--- src/rtl/xy_step_scheduler_pkg.sv ---
// Shared types and constants for the X/Y step scheduler: FSM states, timer modes
// and the minimum step period.
package xy_step_scheduler_pkg;

    typedef enum logic [2:0] {
        StIdle,
        StSetup,
        StWait,
        StPulse,
        StDone
    } sched_state_e;

    typedef enum logic [1:0] {
        TmrIdle,
        TmrWait,
        TmrPulse
    } tmr_mode_e;

    // Shortest legal major-axis period: one pulse high time plus an equal low time.
    function automatic int unsigned min_period(input int unsigned pulse_w);
        return 2 * pulse_w;
    endfunction

endpackage

--- src/rtl/xy_step_scheduler_pulse_timer.sv ---
// Loadable down-counter timing the WAIT gap (period - pulse width) and the PULSE
// high time; each done flag is high in the last cycle of its interval.
module xy_step_scheduler_pulse_timer
    import xy_step_scheduler_pkg::*;
#(
    parameter int unsigned CNT_W   = 32,
    parameter int unsigned PULSE_W = 4
) (
    input  logic             clk_i,
    input  logic             rst_ni,
    input  logic             load_wait_i,
    input  logic             load_pulse_i,
    input  logic [CNT_W-1:0] period_i,
    output logic             wait_done_o,
    output logic             pulse_done_o
);

    tmr_mode_e        mode_q, mode_d;
    logic [CNT_W-1:0] cnt_q, cnt_d;
    logic             expired;

    assign expired = (cnt_q == '0);

    always_comb begin
        mode_d = mode_q;
        cnt_d  = cnt_q;
        if (load_pulse_i) begin
            mode_d = TmrPulse;
            cnt_d  = CNT_W'(PULSE_W - 1);
        end else if (load_wait_i) begin
            mode_d = TmrWait;
            cnt_d  = period_i - CNT_W'(PULSE_W + 1);
        end else if (mode_q != TmrIdle) begin
            if (expired) begin
                mode_d = TmrIdle;
            end else begin
                cnt_d = cnt_q - CNT_W'(1);
            end
        end
    end

    always_ff @(posedge clk_i or negedge rst_ni) begin
        if (!rst_ni) begin
            mode_q <= TmrIdle;
            cnt_q  <= '0;
        end else begin
            mode_q <= mode_d;
            cnt_q  <= cnt_d;
        end
    end

    assign wait_done_o  = (mode_q == TmrWait) && expired;
    assign pulse_done_o = (mode_q == TmrPulse) && expired;

endmodule

--- src/rtl/xy_step_scheduler.sv ---
// Two-axis Bresenham line sequencer: takes one (dx, dy, period) move and emits
// coordinated step/dir pulses while tracking the absolute X/Y position.
module xy_step_scheduler
    import xy_step_scheduler_pkg::*;
#(
    parameter int unsigned CNT_W   = 32,
    parameter int unsigned PULSE_W = 4
) (
    input  logic             clock,
    input  logic             reset_n,
    input  logic             cmd_valid,
    output logic             cmd_ready,
    input  logic [CNT_W-1:0] cmd_dx,
    input  logic [CNT_W-1:0] cmd_dy,
    input  logic [CNT_W-1:0] cmd_period,
    input  logic             abort,
    input  logic             zero_pos,
    output logic             step_x,
    output logic             step_y,
    output logic             dir_x,
    output logic             dir_y,
    output logic             busy,
    output logic             done,
    output logic             aborted,
    output logic [CNT_W-1:0] pos_x,
    output logic [CNT_W-1:0] pos_y
);

    localparam logic [CNT_W-1:0] MinPeriod = CNT_W'(min_period(PULSE_W));

    sched_state_e       state_q, state_d;
    logic [CNT_W-1:0]   dx_q, dx_d, dy_q, dy_d, period_q, period_d;
    logic [CNT_W-1:0]   major_q, major_d, minor_q, minor_d, left_q, left_d;
    logic [CNT_W-1:0]   pos_x_q, pos_x_d, pos_y_q, pos_y_d;
    logic signed [CNT_W:0] err_q, err_d, err_sub;
    logic               x_major_q, x_major_d, dir_x_q, dir_x_d, dir_y_q, dir_y_d;
    logic               step_x_q, step_x_d, step_y_q, step_y_d;
    logic               abort_q, abort_d, aborted_q, aborted_d;
    logic               load_wait, load_pulse, wait_done, pulse_done;
    logic [CNT_W-1:0]   ax, ay, major, minor;
    logic               x_major;

    // Magnitudes are unsigned, so -2^(CNT_W-1) maps to 2^(CNT_W-1) steps.
    assign ax      = dx_q[CNT_W-1] ? (~dx_q + CNT_W'(1)) : dx_q;
    assign ay      = dy_q[CNT_W-1] ? (~dy_q + CNT_W'(1)) : dy_q;
    assign x_major = (ax >= ay);
    assign major   = x_major ? ax : ay;
    assign minor   = x_major ? ay : ax;
    assign err_sub = err_q - $signed({1'b0, minor_q});

    always_comb begin
        state_d    = state_q;
        dx_d       = dx_q;
        dy_d       = dy_q;
        period_d   = period_q;
        major_d    = major_q;
        minor_d    = minor_q;
        left_d     = left_q;
        err_d      = err_q;
        x_major_d  = x_major_q;
        dir_x_d    = dir_x_q;
        dir_y_d    = dir_y_q;
        step_x_d   = step_x_q;
        step_y_d   = step_y_q;
        pos_x_d    = pos_x_q;
        pos_y_d    = pos_y_q;
        abort_d    = abort_q;
        aborted_d  = aborted_q;
        load_wait  = 1'b0;
        load_pulse = 1'b0;

        case (state_q)
            StIdle: begin
                if (zero_pos) begin
                    pos_x_d = '0;
                    pos_y_d = '0;
                end
                if (cmd_valid) begin
                    dx_d     = cmd_dx;
                    dy_d     = cmd_dy;
                    period_d = (cmd_period < MinPeriod) ? MinPeriod : cmd_period;
                    dir_x_d  = ~cmd_dx[CNT_W-1];
                    dir_y_d  = ~cmd_dy[CNT_W-1];
                    state_d  = StSetup;
                end
            end
            StSetup: begin
                abort_d   = 1'b0;
                aborted_d = 1'b0;
                x_major_d = x_major;
                major_d   = major;
                minor_d   = minor;
                left_d    = major;
                err_d     = {2'b00, major[CNT_W-1:1]};
                if (major == '0) begin
                    state_d = StDone;
                end else begin
                    load_wait = 1'b1;
                    state_d   = StWait;
                end
            end
            StWait: begin
                if (abort) begin
                    aborted_d = 1'b1;
                    state_d   = StDone;
                end else if (wait_done) begin
                    load_pulse = 1'b1;
                    state_d    = StPulse;
                    err_d      = err_sub[CNT_W] ? err_sub + $signed({1'b0, major_q}) : err_sub;
                    step_x_d   = x_major_q | err_sub[CNT_W];
                    step_y_d   = ~x_major_q | err_sub[CNT_W];
                    left_d     = left_q - CNT_W'(1);
                    // Adding all-ones is -1, adding 1 is +1.
                    if (step_x_d) pos_x_d = pos_x_q + {{(CNT_W-1){~dir_x_q}}, 1'b1};
                    if (step_y_d) pos_y_d = pos_y_q + {{(CNT_W-1){~dir_y_q}}, 1'b1};
                end
            end
            StPulse: begin
                abort_d = abort_q | abort;
                if (pulse_done) begin
                    step_x_d = 1'b0;
                    step_y_d = 1'b0;
                    if (left_q == '0) begin
                        aborted_d = 1'b0;
                        state_d   = StDone;
                    end else if (abort_q || abort) begin
                        aborted_d = 1'b1;
                        state_d   = StDone;
                    end else begin
                        load_wait = 1'b1;
                        state_d   = StWait;
                    end
                end
            end
            StDone: begin
                if (zero_pos) begin
                    pos_x_d = '0;
                    pos_y_d = '0;
                end
                state_d = StIdle;
            end
            default: state_d = StIdle;
        endcase
    end

    always_ff @(posedge clock or negedge reset_n) begin
        if (!reset_n) begin
            state_q   <= StIdle;
            dx_q      <= '0;
            dy_q      <= '0;
            period_q  <= '0;
            major_q   <= '0;
            minor_q   <= '0;
            left_q    <= '0;
            err_q     <= '0;
            x_major_q <= 1'b0;
            dir_x_q   <= 1'b0;
            dir_y_q   <= 1'b0;
            step_x_q  <= 1'b0;
            step_y_q  <= 1'b0;
            pos_x_q   <= '0;
            pos_y_q   <= '0;
            abort_q   <= 1'b0;
            aborted_q <= 1'b0;
        end else begin
            state_q   <= state_d;
            dx_q      <= dx_d;
            dy_q      <= dy_d;
            period_q  <= period_d;
            major_q   <= major_d;
            minor_q   <= minor_d;
            left_q    <= left_d;
            err_q     <= err_d;
            x_major_q <= x_major_d;
            dir_x_q   <= dir_x_d;
            dir_y_q   <= dir_y_d;
            step_x_q  <= step_x_d;
            step_y_q  <= step_y_d;
            pos_x_q   <= pos_x_d;
            pos_y_q   <= pos_y_d;
            abort_q   <= abort_d;
            aborted_q <= aborted_d;
        end
    end

    xy_step_scheduler_pulse_timer #(
        .CNT_W  (CNT_W),
        .PULSE_W(PULSE_W)
    ) u_timer (
        .clk_i       (clock),
        .rst_ni      (reset_n),
        .load_wait_i (load_wait),
        .load_pulse_i(load_pulse),
        .period_i    (period_q),
        .wait_done_o (wait_done),
        .pulse_done_o(pulse_done)
    );

    assign cmd_ready = (state_q == StIdle);
    assign busy      = (state_q == StSetup) || (state_q == StWait) || (state_q == StPulse);
    assign done      = (state_q == StDone);
    assign aborted   = done && aborted_q;
    assign step_x    = step_x_q;
    assign step_y    = step_y_q;
    assign dir_x     = dir_x_q;
    assign dir_y     = dir_y_q;
    assign pos_x     = pos_x_q;
    assign pos_y     = pos_y_q;

endmodule

--- config.mk ---
export PLATFORM = sky130hd
export DESIGN_NAME = xy_step_scheduler
export DESIGN_NICKNAME = d
export VERILOG_FILES = /design/src/rtl/xy_step_scheduler_pkg.sv /design/src/rtl/xy_step_scheduler_pulse_timer.sv /design/src/rtl/xy_step_scheduler.sv
export SDC_FILE = /design/constraint.sdc
export NUM_CORES = 1
export LEC_CHECK = 0
export CORE_MARGIN = 5
export CORE_UTILIZATION = 55
export DETAILED_ROUTE_END_ITERATION = 8
export PLACE_DENSITY = 0.79
export SYNTH_ARGS = -nofsm -noshare
export SYNTH_HDL_FRONTEND = slang
export SYNTH_SLANG_ARGS = --single-unit
--- constraint.sdc ---
create_clock -name clock -period 8.55 [get_ports clock]
set_input_delay 1.71 -clock clock [delete_from_list [all_inputs] [get_ports clock]]
set_output_delay 1.71 -clock clock [all_outputs]
set_load 0.05 [all_outputs]
==> flow_metrics.py <==
metrics = {
    "place": {
        "gp_congestion": 0.9463,
        "hpwl_um": 49290,
        "dp_slack_ns": 2.325,
        "port_buffers": 172,
    },
    "die": {
        "die_height_um": 218.5,
        "ioPinCount": 173,
        "fp-row-count": 76,
        "start_util_pct": 55.50,
        "die_width_um": 218.5,
        "die-area_um2": 47740,
        "design.core.area_um2": 43080,
    },
    "logic_synthesis": {
        "syn_nets": 3148,
        "yosys_warnings": 0,
        "synth.avg_cell_area_um2": 8.299,
        "syn_inst": 2881,
        "synth_area_um2": 23910,
        "ys_seq_area_share_pct": 34.85,
        "yosys.cell_types.count": 81,
        "synth_common_cells": "nand2_1, dfrtp_1, o21ai_0, a21oi_1, ha_1",
        "ys.flop_type": "dfrtp_1",
        "ys_seq_elements": 333,
        "synth_enable_flop_cells": 0,
        "synth_top_area_share_pct": 34.85,
        "synth_most_common_cell": "nand2_1",
        "yosysTopAreaCell": "dfrtp_1",
        "yosys-top-cells-area": "dfrtp_1, nand2_1, ha_1, o21ai_0, xnor2_1",
        "async_flop_share_pct": 100.0,
    },
    "setup_path": {
        "cp.arrival_ns": 6.80,
        "path_class": "reg -> reg",
        "critPathRequiredTime_ns": 9.01,
        "critPathCaptureType": "flip-flop",
        "critPathMaxFanout": 21,
        "start_kind": "flip-flop",
    },
    "outcome": {
        "status": "finished clean",
    },
    "sta": {
        "post-route-period-util_pct": 74.14,
        "tns_ns": 0,
        "setup_viol": 0,
        "finalClockSkew_ns": 0.03395,
        "fmax_ghz": 0.1578,
        "fin_crit_ns": 6.339,
        "setup_slack_ns": 2.211,
        "slew_headroom_pct": 26.76,
        "slew_violations": 0,
        "rsz0062_at_grt": "false",
        "tightest_slew_ns": 1.090,
        "hold_violations": 0,
    },
    "routing": {
        "ant_nets": 0,
        "routed_wl_um": 67730,
        "dr.pass1.iters": 6,
        "viasPerCell": 6.127,
        "via_count": 22080,
        "drc": 0,
        "drtIter0Drc": 2117,
        "wl_per_cell_um": 18.80,
    },
    "final_layout": {
        "fillers": 3516,
        "drive_gt1_share_pct": 4.973,
        "nets": 3256,
        "syn_to_final_growth_pct": 14.93,
    },
    "global_routing": {
        "grt_start_max_net_pins": 144,
        "grt_pass1_wl_um": 110900,
        "grt_overflow_total": 0,
        "grt_util_all_layers_pct": 28.07,
        "antenna_found_initial": 3,
        "first_global_vias": 21520,
    },
    "clocking": {
        "postCtsResizedCells": 0,
        "cts-root-buf": "clkbuf_16",
        "clk_latency_ns": 0.58,
        "cts_made_buffers": 38,
        "clkTransAtPathRegs_ns": 0.06,
        "cts.htree.levels": 2,
        "cts_max_path_buffers": 3,
        "cts_setup_buffers": 0,
        "cts_tree": "yes",
        "cts.sinks": 333,
        "postCtsHoldBufs": 0,
    },
    "run": {
        "maxCapViolCount": 0,
    },
    "worst_hold_path": {
        "hold_path_class": "reg -> reg",
    },
}
==> path summary, 6_finish.rpt <==
| path | cells past startpoint | endpoint | from | slack (ns) |
|---|---|---|---|---|
| worst max-delay path | 15 | u_timer.cnt_q[14] | dx_q[5] | 2.21 |
| max in group asynchronous | 2 | u_timer.cnt_q[26] | reset_n | 5.76 |
| min in group asynchronous | 1 | pos_y[10] | reset_n | 1.16 |
| worst min register to register | 2 | step_x | step_x | 0.48 |
| worst min-delay path | 2 | step_x | step_x | 0.48 |
| worst max register to register | 15 | u_timer.cnt_q[14] | dx_q[5] | 2.21 |
==> through the flow <==
step,std cells,util [%],cell area (um2),hold WS (ns)
finish,3603,63.79,27480,0.4761
global route,3602,63.79,27480,0.5018
CTS,3601,63.78,27470,0.4786
detailed placement,3534,60.65,26130,0.4633
global placement,3534,60.65,26130,0.4603
floorplan,2881,-,23910,0.4498
==> cells by family after synthesis <==
kind of cell               after synthesis  share of synthesized area, %
DFF                                    333                         34.85
buffers and inverters                  231                         3.716
muxes                                   74                         3.234
xor gates and xnor gates               218                         7.986
AOI/OAI and AO/OA                      791                         21.31
adders and majority gates              166                         8.813
and+or+nand+nor                       1068                         20.09
==> final cells by class <==
type,instances,area (um2),area share (%)
multi-input cells,2317,14760,53.73
flip-flops and latches,333,8333,30.33
repair buffers,194,1904,6.930
clock buffers,51,1090,3.966
well taps,585,732.0,2.664
inverters,105,394.1,1.434
clock inverters,16,256.5,0.9334
diodes,2,5.005,0.01821
==> registers in the layout, summed over array words and instances, names as in the netlist <==
signal,flops
abort_q,1
aborted_q,1
dir_x,1
dir_y,1
dx_q,32
dy_q,32
err_q,33
left_q,32
major_q,32
minor_q,32
period_q,32
pos_x,32
pos_y,32
state_q,3
step_x,1
step_y,1
u_timer.cnt_q,32
u_timer.mode_q,2
x_major_q,1
==> placed cells by master (no fill, tap or decap), types with 15 or more instances in the layout <==
master / instances
inv_1: 105
xor2_1: 99
o41ai_1: 15
clkdlybuf4s50_1: 171
xnor2_1: 118
nand2b_1: 30
a31oi_1: 20
nand3_1: 43
clkbuf_16: 38
and3_1: 15
mux2i_1: 48
ha_1: 162
a21oi_1: 182
o21a_1: 24
nor2_1: 155
nor2b_1: 21
dfrtp_1: 333
nor4_1: 29
o21ai_0: 212
o21bai_1: 22
o211ai_1: 27
buf_4: 21
a21o_1: 83
nand4_1: 26
or3_1: 35
nand2_1: 568
a211oi_1: 23
mux2_2: 24
nor3_1: 72
o31ai_1: 80
==> critical path, cell delays in order, from the launching register on <==
cell	delay [ns]
dfrtp_1	0.44
nor4_1	0.69
nand4_1	0.51
or3b_1	0.55
o31ai_1	0.25
xor2_1	0.29
inv_1	0.10
ha_1	0.31
nand4_1	0.10
nor4b_1	0.40
nand4_1	0.21
o31ai_4	0.58
a31oi_2	0.28
a21oi_4	0.77
buf_4	0.40
mux2_1	0.34
==> metal layers <==
metal	routed length (um)	track usage, %
met1	29160	38.58
met2	31400	45.50
met3	5186	5.264
met4	1979	8.394
met5	0	0
Power is not shown: default switching activity piles up to over one toggle a cycle in this logic, so the estimate is an artifact.
